--- config.mk ---
export PLATFORM = sky130hd
export DESIGN_NAME = wb_stage
export DESIGN_NICKNAME = d
export VERILOG_FILES = /design/src/rtl/kgp_wb_pkg.sv /design/src/rtl/wb_decode.sv /design/src/rtl/wb_stage.sv
export SDC_FILE = /design/constraint.sdc
export NUM_CORES = 1
export LEC_CHECK = 0
export ABC_CLOCK_PERIOD_IN_PS = 5500
export CELL_PAD_IN_SITES_DETAIL_PLACEMENT = 1
export CELL_PAD_IN_SITES_GLOBAL_PLACEMENT = 1
export CORE_MARGIN = 2
export CORE_UTILIZATION = 34
export DETAILED_ROUTE_END_ITERATION = 10
export GPL_ROUTABILITY_DRIVEN = 0
export PLACE_DENSITY_LB_ADDON = 0.1
export SLEW_MARGIN = 15
export SYNTH_ARGS = -nofsm -noshare
export SYNTH_HDL_FRONTEND = slang
export SYNTH_HIERARCHICAL = 1
export SYNTH_SLANG_ARGS = --single-unit
--- constraint.sdc ---
create_clock -name clk -period 5.5 [get_ports clk]
set_input_delay 0.55 -clock clk [delete_from_list [all_inputs] [get_ports clk]]
set_output_delay 0.55 -clock clk [all_outputs]
set_load 0.01 [all_outputs]
--- src/rtl/kgp_wb_pkg.sv ---
// Shared constants and types for the KGP-RISC register-file writeback stage.
package kgp_wb_pkg;

  localparam logic [2:0] OP_ALU0 = 3'd0;
  localparam logic [2:0] OP_ALU1 = 3'd1;
  localparam logic [2:0] OP_MEM  = 3'd2;
  localparam logic [2:0] OP_BR   = 3'd3;

  localparam logic [3:0] FC_LD   = 4'd0;
  localparam logic [3:0] FC_CALL = 4'd9;
  localparam logic [3:0] FC_SHX0 = 4'd10;
  localparam logic [3:0] FC_SHX1 = 4'd11;
  localparam logic [3:0] FC_WIDE = 4'd12;

  typedef enum logic {
    S_RUN = 1'b0,
    S_EXT = 1'b1
  } wb_state_t;

endpackage

--- src/rtl/wb_decode.sv ---
// Combinational decode of an opcode/fcode result bundle into one register-file write.
module wb_decode
  import kgp_wb_pkg::*;
#(
  parameter int XLEN     = 32,
  parameter int AW       = 5,
  parameter int LINK_REG = 31,
  parameter int EXT_REG  = 20
) (
  input  logic [2:0]      opcode,
  input  logic [3:0]      fcode,
  input  logic [AW-1:0]   rs_addr,
  input  logic [AW-1:0]   rt_addr,
  input  logic [XLEN-1:0] alu_out,
  input  logic [XLEN-1:0] ra,
  input  logic [XLEN-1:0] mem_out,
  output logic            dec_we,
  output logic [AW-1:0]   dec_addr,
  output logic [XLEN-1:0] dec_data,
  output logic            dec_wide
);

  localparam logic [AW-1:0] LINK_A = AW'(LINK_REG);
  localparam logic [AW-1:0] EXT_A  = AW'(EXT_REG);

  always_comb begin
    dec_we   = 1'b0;
    dec_addr = '0;
    dec_data = '0;
    dec_wide = 1'b0;
    case (opcode)
      OP_BR: begin
        if (fcode == FC_CALL) begin
          dec_we   = 1'b1;
          dec_addr = LINK_A;
          dec_data = ra;
        end
      end
      OP_ALU0, OP_ALU1: begin
        dec_we   = 1'b1;
        dec_data = alu_out;
        dec_addr = (fcode == FC_SHX0 || fcode == FC_SHX1) ? EXT_A : rs_addr;
        dec_wide = (fcode == FC_WIDE);
      end
      OP_MEM: begin
        if (fcode == FC_LD) begin
          dec_we   = 1'b1;
          dec_addr = rt_addr;
          dec_data = mem_out;
        end
      end
      default: ;
    endcase
  end

endmodule

--- src/rtl/wb_stage.sv ---
// Registered writeback stage: one write per accepted bundle, wide results take a
// second cycle to write their upper half to EXT_REG while upstream is stalled.
module wb_stage
  import kgp_wb_pkg::*;
#(
  parameter int XLEN           = 32,
  parameter int NREG           = 32,
  parameter int LINK_REG       = 31,
  parameter int EXT_REG        = 20,
  parameter int ZERO_HARDWIRED = 1,
  parameter int CNT_W          = 32,
  localparam int AW            = $clog2(NREG)
) (
  input  logic             clk,
  input  logic             rst_n,
  input  logic             in_valid,
  output logic             in_ready,
  input  logic             flush,
  input  logic [2:0]       opcode,
  input  logic [3:0]       fcode,
  input  logic [AW-1:0]    rs_addr,
  input  logic [AW-1:0]    rt_addr,
  input  logic [XLEN-1:0]  alu_out,
  input  logic [XLEN-1:0]  alu_ext_out,
  input  logic [XLEN-1:0]  ra,
  input  logic [XLEN-1:0]  mem_out,
  output logic             rf_we,
  output logic [AW-1:0]    rf_waddr,
  output logic [XLEN-1:0]  rf_wdata,
  output logic [CNT_W-1:0] retired
);

  localparam logic [AW-1:0] EXT_A = AW'(EXT_REG);

  wb_state_t        state_q, state_d;
  logic             we_q, we_d;
  logic [AW-1:0]    waddr_q, waddr_d;
  logic [XLEN-1:0]  wdata_q, wdata_d;
  logic [XLEN-1:0]  ext_q, ext_d;
  logic [CNT_W-1:0] ret_q, ret_d;

  logic             dec_we, dec_wide;
  logic [AW-1:0]    dec_addr;
  logic [XLEN-1:0]  dec_data;
  logic             accept;

  function automatic logic gate_we(input logic we, input logic [AW-1:0] addr);
    return we && !((ZERO_HARDWIRED != 0) && (addr == '0));
  endfunction

  wb_decode #(
    .XLEN(XLEN), .AW(AW), .LINK_REG(LINK_REG), .EXT_REG(EXT_REG)
  ) u_decode (
    .opcode  (opcode),
    .fcode   (fcode),
    .rs_addr (rs_addr),
    .rt_addr (rt_addr),
    .alu_out (alu_out),
    .ra      (ra),
    .mem_out (mem_out),
    .dec_we  (dec_we),
    .dec_addr(dec_addr),
    .dec_data(dec_data),
    .dec_wide(dec_wide)
  );

  assign in_ready = (state_q == S_RUN);
  assign accept   = in_valid && in_ready && !flush;

  // Address/data hold on idle cycles; only the enable drops.
  always_comb begin
    state_d = state_q;
    we_d    = 1'b0;
    waddr_d = waddr_q;
    wdata_d = wdata_q;
    ext_d   = ext_q;
    ret_d   = ret_q;
    case (state_q)
      S_RUN: begin
        if (accept) begin
          we_d    = gate_we(dec_we, dec_addr);
          waddr_d = dec_addr;
          wdata_d = dec_data;
          ret_d   = ret_q + CNT_W'(1);
          if (dec_wide) begin
            state_d = S_EXT;
            ext_d   = alu_ext_out;
          end
        end
      end
      S_EXT: begin
        state_d = S_RUN;
        ext_d   = '0;
        if (!flush) begin
          we_d    = gate_we(1'b1, EXT_A);
          waddr_d = EXT_A;
          wdata_d = ext_q;
        end
      end
      default: state_d = S_RUN;
    endcase
  end

  always_ff @(posedge clk or negedge rst_n) begin
    if (!rst_n) begin
      state_q <= S_RUN;
      we_q    <= 1'b0;
      waddr_q <= '0;
      wdata_q <= '0;
      ext_q   <= '0;
      ret_q   <= '0;
    end else begin
      state_q <= state_d;
      we_q    <= we_d;
      waddr_q <= waddr_d;
      wdata_q <= wdata_d;
      ext_q   <= ext_d;
      ret_q   <= ret_d;
    end
  end

  assign rf_we    = we_q;
  assign rf_waddr = waddr_q;
  assign rf_wdata = wdata_q;
  assign retired  = ret_q;

endmodule

# Word level (Yosys, flattened, before mapping)
# Index checks and enable logic that the tools add are counted.
[word_totals] regBits=103 inputBits=149 output_inout_bits=71 word_cells=57
[classes] n_addsub=1 n_eq_ne=10 n_mux=26 bitwise_logic=1 n_reduce_logical=13
[op_table] op="32-bit 2-to-1 mux" count=6
[op_table] op="32-bit case mux with 2 select lines" count=2
[op_table] op="32-bit case mux with 3 select lines" count=1
[op_table] op="32-bit by 1-bit adder with 32-bit output, second input constant" count=1
[op_table] op="5-bit 2-to-1 mux" count=5
[op_table] op="4-bit == test, second input constant" count=4
[op_table] op="5-bit case mux with 3 select lines" count=1
[op_table] op="5-bit case mux with 2 select lines" count=1
[op_table] op="1-bit 2-to-1 mux" count=7
[op_table] op="3-bit by 2-bit == test with 1-bit output, second input constant" count=2
[op_table] op="2-bit AND reduction" count=3
[op_table] op="5-bit logical NOT" count=1
[op_table] op="4-bit logical NOT" count=1
[op_table] op="2-bit by 1-bit != test with 1-bit output, second input constant" count=2
[op_table] op="1-bit case mux with 2 select lines" count=2
[op_table] op="3-bit by 1-bit == test with 1-bit output, second input constant" count=1
[op_table] op="1-bit logical AND" count=3
[op_table] op="3-bit logical NOT" count=1
[op_table] op="1-bit case mux with 3 select lines" count=1
[op_table] op="1-bit logical NOT" count=2
[op_table] op="2-bit != test, second input constant" count=1
[op_table] op="2-bit OR reduction" count=1
[op_table] op="1-bit logical OR" count=1
[op_table] op="1-bit NOT" count=1

# Logic depth before layout (Yosys ltp)
[depth] depth_word=9 ltp_mapped=9 mapped_depth_nobuf=6

# By module
# The synthesis kept the hierarchy.
[modules_own_cells] mod="wb_stage" n_inst=1 cells_per_inst=437 area_each_um2=4541.9 seq_area_each_um2=2577.5
[modules_own_cells] mod="wb_decode" n_inst=1 cells_per_inst=108 area_each_um2=773.2 seq_area_each_um2=0.0

# Worst setup path after synthesis
# Ideal clock, no wire load.
[synth_timing] path_kind="input port to flip-flop" startpoint="input fcode[3]" endpoint="register we_q, in the netlist rf_we" setup_time_ps=141 t_arrival_ps=2279 required_ps=5359 slack_ps=3080 path_stages=9 n_path_buf=3 cell_sequence="and4b_1 buf_2 and2_1 buf_6 buf_6 a221o_1 or4_1 o211ai_1 a21oi_1"
[synth_via] elab_chain_len=9 word_cells_on_any_way=17 classes_between="eq/ne: 3; mux: 9; reduce/logical: 5"
[synth_lines] element="start, declared" line="wb_stage.sv:20" rtl="input logic [3:0] fcode,"
[synth_lines] element="4-bit == test" line="wb_decode.sv:42" rtl="dec_addr = (fcode == FC_SHX0 || fcode == FC_SHX1) ? EXT_A : rs_addr;"
[synth_lines] element="1-bit logical OR" line="wb_decode.sv:42"
[synth_lines] element="5-bit 2-to-1 mux" line="wb_decode.sv:42"
[synth_lines] element="5-bit case mux with 3 select lines *" line="wb_decode.sv:31" rtl="case (opcode)"
[synth_lines] element="net dec_addr[1]" line="wb_stage.sv:43" rtl="logic [AW-1:0] dec_addr;"
[synth_lines] element="5-bit logical NOT *" line="wb_stage.sv:48" rtl="return we && !((ZERO_HARDWIRED != 0) && (addr == '0));"
[synth_lines] element="1-bit logical NOT *" line="wb_stage.sv:48"
[synth_lines] element="1-bit logical AND *" line="wb_stage.sv:48"
[synth_lines] element="1-bit 2-to-1 mux *" line="wb_stage.sv:80" rtl="if (accept) begin"
[synth_lines] element="1-bit case mux with 2 select lines *" line="wb_stage.sv:78" rtl="case (state_q)"
[synth_lines] element="net we_d" line="wb_stage.sv:36" rtl="logic we_q, we_d;"
[synth_lines] element="end signal, assigned" line="wb_stage.sv:114" rtl="we_q <= we_d;"
[synth_lines] element="end, declared" line="wb_stage.sv:36"
# Mark *: on every way through the listed nets, which the timed path passes. The rest lies on a longest branch.
# A chain may end at the register's enable or synchronous reset.

# Worst setup path in the final report
[layout_timing] startpoint="input opcode[2]" endpoint="register we_q, in the netlist rf_we"
[layout_via] elab_chain_len=8 word_cells_on_any_way=12 classes_between="eq/ne: 3; mux: 4; reduce/logical: 5"
[layout_lines] element="start, declared" line="wb_stage.sv:19" rtl="input logic [2:0] opcode,"
[layout_lines] element="3-bit by 1-bit == test with 1-bit output / 3-bit logical NOT (equally long branches)" line="wb_decode.sv:31"
[layout_lines] element="2-bit OR reduction" line="wb_decode.sv:31"
[layout_lines] element="5-bit case mux with 3 select lines *" line="wb_decode.sv:31"
[layout_lines] element="net dec_addr[1]" line="wb_stage.sv:43"
[layout_lines] element="5-bit logical NOT *" line="wb_stage.sv:48"
[layout_lines] element="1-bit logical NOT *" line="wb_stage.sv:48"
[layout_lines] element="1-bit logical AND *" line="wb_stage.sv:48"
[layout_lines] element="1-bit 2-to-1 mux *" line="wb_stage.sv:80"
[layout_lines] element="1-bit case mux with 2 select lines *" line="wb_stage.sv:78"
[layout_lines] element="net we_d" line="wb_stage.sv:36"
# Marked as above.

==> results.yml <==
die:
  start_util_pct: 34.83
  die_x_um: 129.0
  dieArea_um2: 16650
  die_y_um: 129.0
  core_area_um2: 15260
  ios: 220
  row_count: 45
synth:
  syn_inst: 545
  async_reset_ff_share_pct: 100.0
  synth_seq_cells: 103
  synth-simple-area-share_pct: 20.69
  synth_top_area_share_pct: 48.49
  syn-cell-area_um2: 5315
  synth_compound_area_share_pct: 14.69
  synth_top_family_by_area: "simple AND/OR/NAND/NOR gates"
  syn-num-nets: 695
  synth_xor_area_share_pct: 5.108
  synth_top_cell_by_area: "dfrtp_1"
  avgSynthCellArea_um2: 9.752
  synthMuxAreaShare_pct: 6.427
  ys_seq_area_share_pct: 48.49
  yosysUniqueCellTypes: 45
  synth_area_leaders: "dfrtp_1 48%, nand2_1 7.5%, mux2i_1 6.2%, o21ai_0 6.1%, a221o_1 5.1%"
  dominantRegCellSynth: "dfrtp_1"
  yosys_warnings: 6
  synthAdderAreaFrac_pct: 0.2354
  synth_edf_count: 0
clock_tree:
  cts-root-buf: "clkbuf_16"
  cts_tree: "done"
  clkSinkCount: 103
  clk_pin_slew_ns: 0.07
  clock_path_buffers: 2
  cts_hold_buf: 0
  h-tree-depth: 3
  post_cts_resized: 0
  numCtsBuffers: 9
  postCtsSetupBuffers: 0
  clk-insertion-delay-late_ns: 0.34
routing:
  vias_per_cell: 5.152
  via_count: 4946
  highest_layer: "met4"
  routed_wl_um: 18150
  met2_length_um: 9848
  drtIter0Drc: 196
  drcViolationCount: 0
  wl_met3_um: 932
  drt-pass1-iter-count: 4
  wire_per_inst_um: 18.90
  detail-route-antenna-nets: 0
  wl_met1_um: 7002
worst_setup_path:
  cp.arrival_ns: 3.35
  r2r_slack_ns: 3.09
  r2r-end: "ext_q[1]$_DFFE_PN0P_"
  critical_path_required_ns: 5.70
  cp-end-kind: "flip-flop"
  ff2ff_path_depth: 4
  startpoint_type: "primary input"
  crit_fanout: 45
  rr_startpoint: "state_q$_DFF_PN0_"
  critical_path_class: "in2reg"
power:
  power.internal_mw: 1.519
  p_per_area_nw_per_um2: 255.6
  p_total_mw: 2.042
  p_sw_share_pct: 25.60
  p_leak_nw: 3.287
  p_comb_share_pct: 20.1
  seq_power_share_pct: 45.6
  power.switching_uw: 522.7
  ir_worst_vdd_v: 0.0002267
  p_clk_share_pct: 34.3
placed_design:
  numPortBuffers: 219
  dp.final_hpwl_um: 13040
timing:
  maxSlewViolCount: 0
  clock_skew_ns: 0.005445
  tightestPinTransition_ns: 1.115
  hold_viol: 0
  clock.fmax_mhz: 317.7
  period_minus_slack_ns: 3.148
  fin_setup_tns_ns: 0
  slew_headroom_pct: 25.67
  finalCritPeriodShare_pct: 57.23
  finalSetupViolations: 0
  rsz0062_at_grt: "no"
cells_and_area:
  nNetsFinal: 894
  regArea_um2: 2579
  multi_input_area_um2: 2537
  antenna_cells: 0
  drive_above_1_share_pct: 6.008
  area_growth_pct: 50.31
  nFillCells: 1706
global_routing:
  overflow: 0
  grt_pass1_vias: 5478
  grt_max_degree: 68
  grt_first_pass_wirelength_um: 28700
  track_usage_pct: 22.28
  antenna_found_initial: 1
run:
  max-cap-violations: 0
status:
  status: "completed"
hold_path:
  hp-class: "in2async"
## cell usage in the layout, fill, tap and decap left out, drive strengths merged, types with 2 or more instances in the layout
cell type      synthesis  final
a32oi                  8      8
and2                   3      3
nand4                  5      5
dfrtp                103    103
clkbuf                26     13
buf                   13      9
xnor2                 14     14
and4                   3      3
nor2b                  2      2
nor3b                  2      2
nand2                106    106
a22o                   3      3
nand2b                 2      2
bufinv                 0      2
mux2i                 33     33
or3                    2      2
nor4                   5      5
or4                    3      3
nor3                  15     15
clkdlybuf4s50          0    218
o21ai                 65     65
nor2                   7      7
xor2                  17     17
and3                  27     27
inv                    7      7
a21oi                 11     11
o22ai                  2      2
a221o                 27     27
nand3                 22     22
clkinv                 2      3
## power by group through the flow
stage / combinational (mW) / sequential [mW] / clock (mW)
after floorplan: 0.131 / 0.945 / 0
after global placement: 0.401 / 0.937 / 0
after detailed placement: 0.414 / 0.943 / 0
after CTS: 0.416 / 0.930 / 0.725
after global routing: 0.450 / 0.945 / 0.753
final: 0.410 / 0.930 / 0.701
## metal layers
layer  GRT usage, %  vias up
met5              0        -
met4          7.801        0
met3          4.088       22
met2          41.95      135
met1          25.18     2437
li1               -     2352
## per-stage QoR
stage | hold slack (ns) | setup WS, ns | instance area, um2 | util (%) | std cells
6_report | 0.2930 | 2.352 | 7989 | 52.36 | 960
5_1_grt | 0.3642 | 2.281 | 7989 | 52.36 | 960
4_1_cts | 0.3388 | 2.150 | 7988 | 52.35 | 960
3_5_place_dp | 0.4653 | 1.772 | 7662 | 50.22 | 944
3_3_place_gp | 0.4546 | 1.836 | 7662 | 50.22 | 944
2_1_floorplan | 0.2544 | 3.080 | 5315 | - | 545
## how the worst max path moves through the flow
stage	from	depth (start not counted)	end	slack (ns)
final	opcode[2]	8	rf_we$_DFF_PN0_	2.35
after global routing	opcode[2]	8	rf_we$_DFF_PN0_	2.28
after CTS	opcode[2]	8	rf_we$_DFF_PN0_	2.15
after detailed placement	opcode[2]	8	rf_we$_DFF_PN0_	1.77
after global placement	opcode[2]	8	rf_we$_DFF_PN0_	1.84
after floorplan	fcode[3]	9	rf_we$_DFF_PN0_	3.08
## sequential cells by signal (all words and copies together), names as in the netlist
register  cells
rf_waddr      5
ext_q        32
rf_wdata     32
retired      32
state_q       1
rf_we         1
## Yosys cell counts (all sizes together) (3+ instances only)
| cell | n |
|---|---|
| nor4 | 5 |
| dfrtp | 103 |
| clkbuf | 26 |
| and4 | 3 |
| nand2 | 106 |
| xor2 | 17 |
| nand4 | 5 |
| or4 | 3 |
| nand3 | 22 |
| and3 | 27 |
| a32oi | 8 |
| a21oi | 11 |
| mux2i | 33 |
| and2 | 3 |
| nor2 | 7 |
| inv | 7 |
| buf | 13 |
| nor3 | 15 |
| a22o | 3 |
| a221o | 27 |
| xnor2 | 14 |
| o21ai | 65 |
## cell families after synthesis
group	count (synthesis)
simple gates	209
buf+inv	48
mux	34
fa+ha+maj	1
xor+xnor	31
compound gates	119
flops	103
## critical path, cell delays in order
cell and delay (ns):
clkdlybuf4s50_1 0.83, nor3b_4 0.08, buf_4 0.29, and2_2 0.45
a221o_1 0.36, or4_1 0.50, o211ai_1 0.17, a21oi_1 0.10
## cell type report
| cell class | count | area share [%] |
|---|---|---|
| flip-flops and latches | 103 | 32.28 |
| multi-input cells | 394 | 31.76 |
| repair buffers | 227 | 28.16 |
| well taps | 211 | 3.305 |
| clock buffers | 13 | 3.258 |
| clock inverters | 3 | 0.8144 |
| inverters | 9 | 0.4229 |
(Power assumes the default switching activity.)
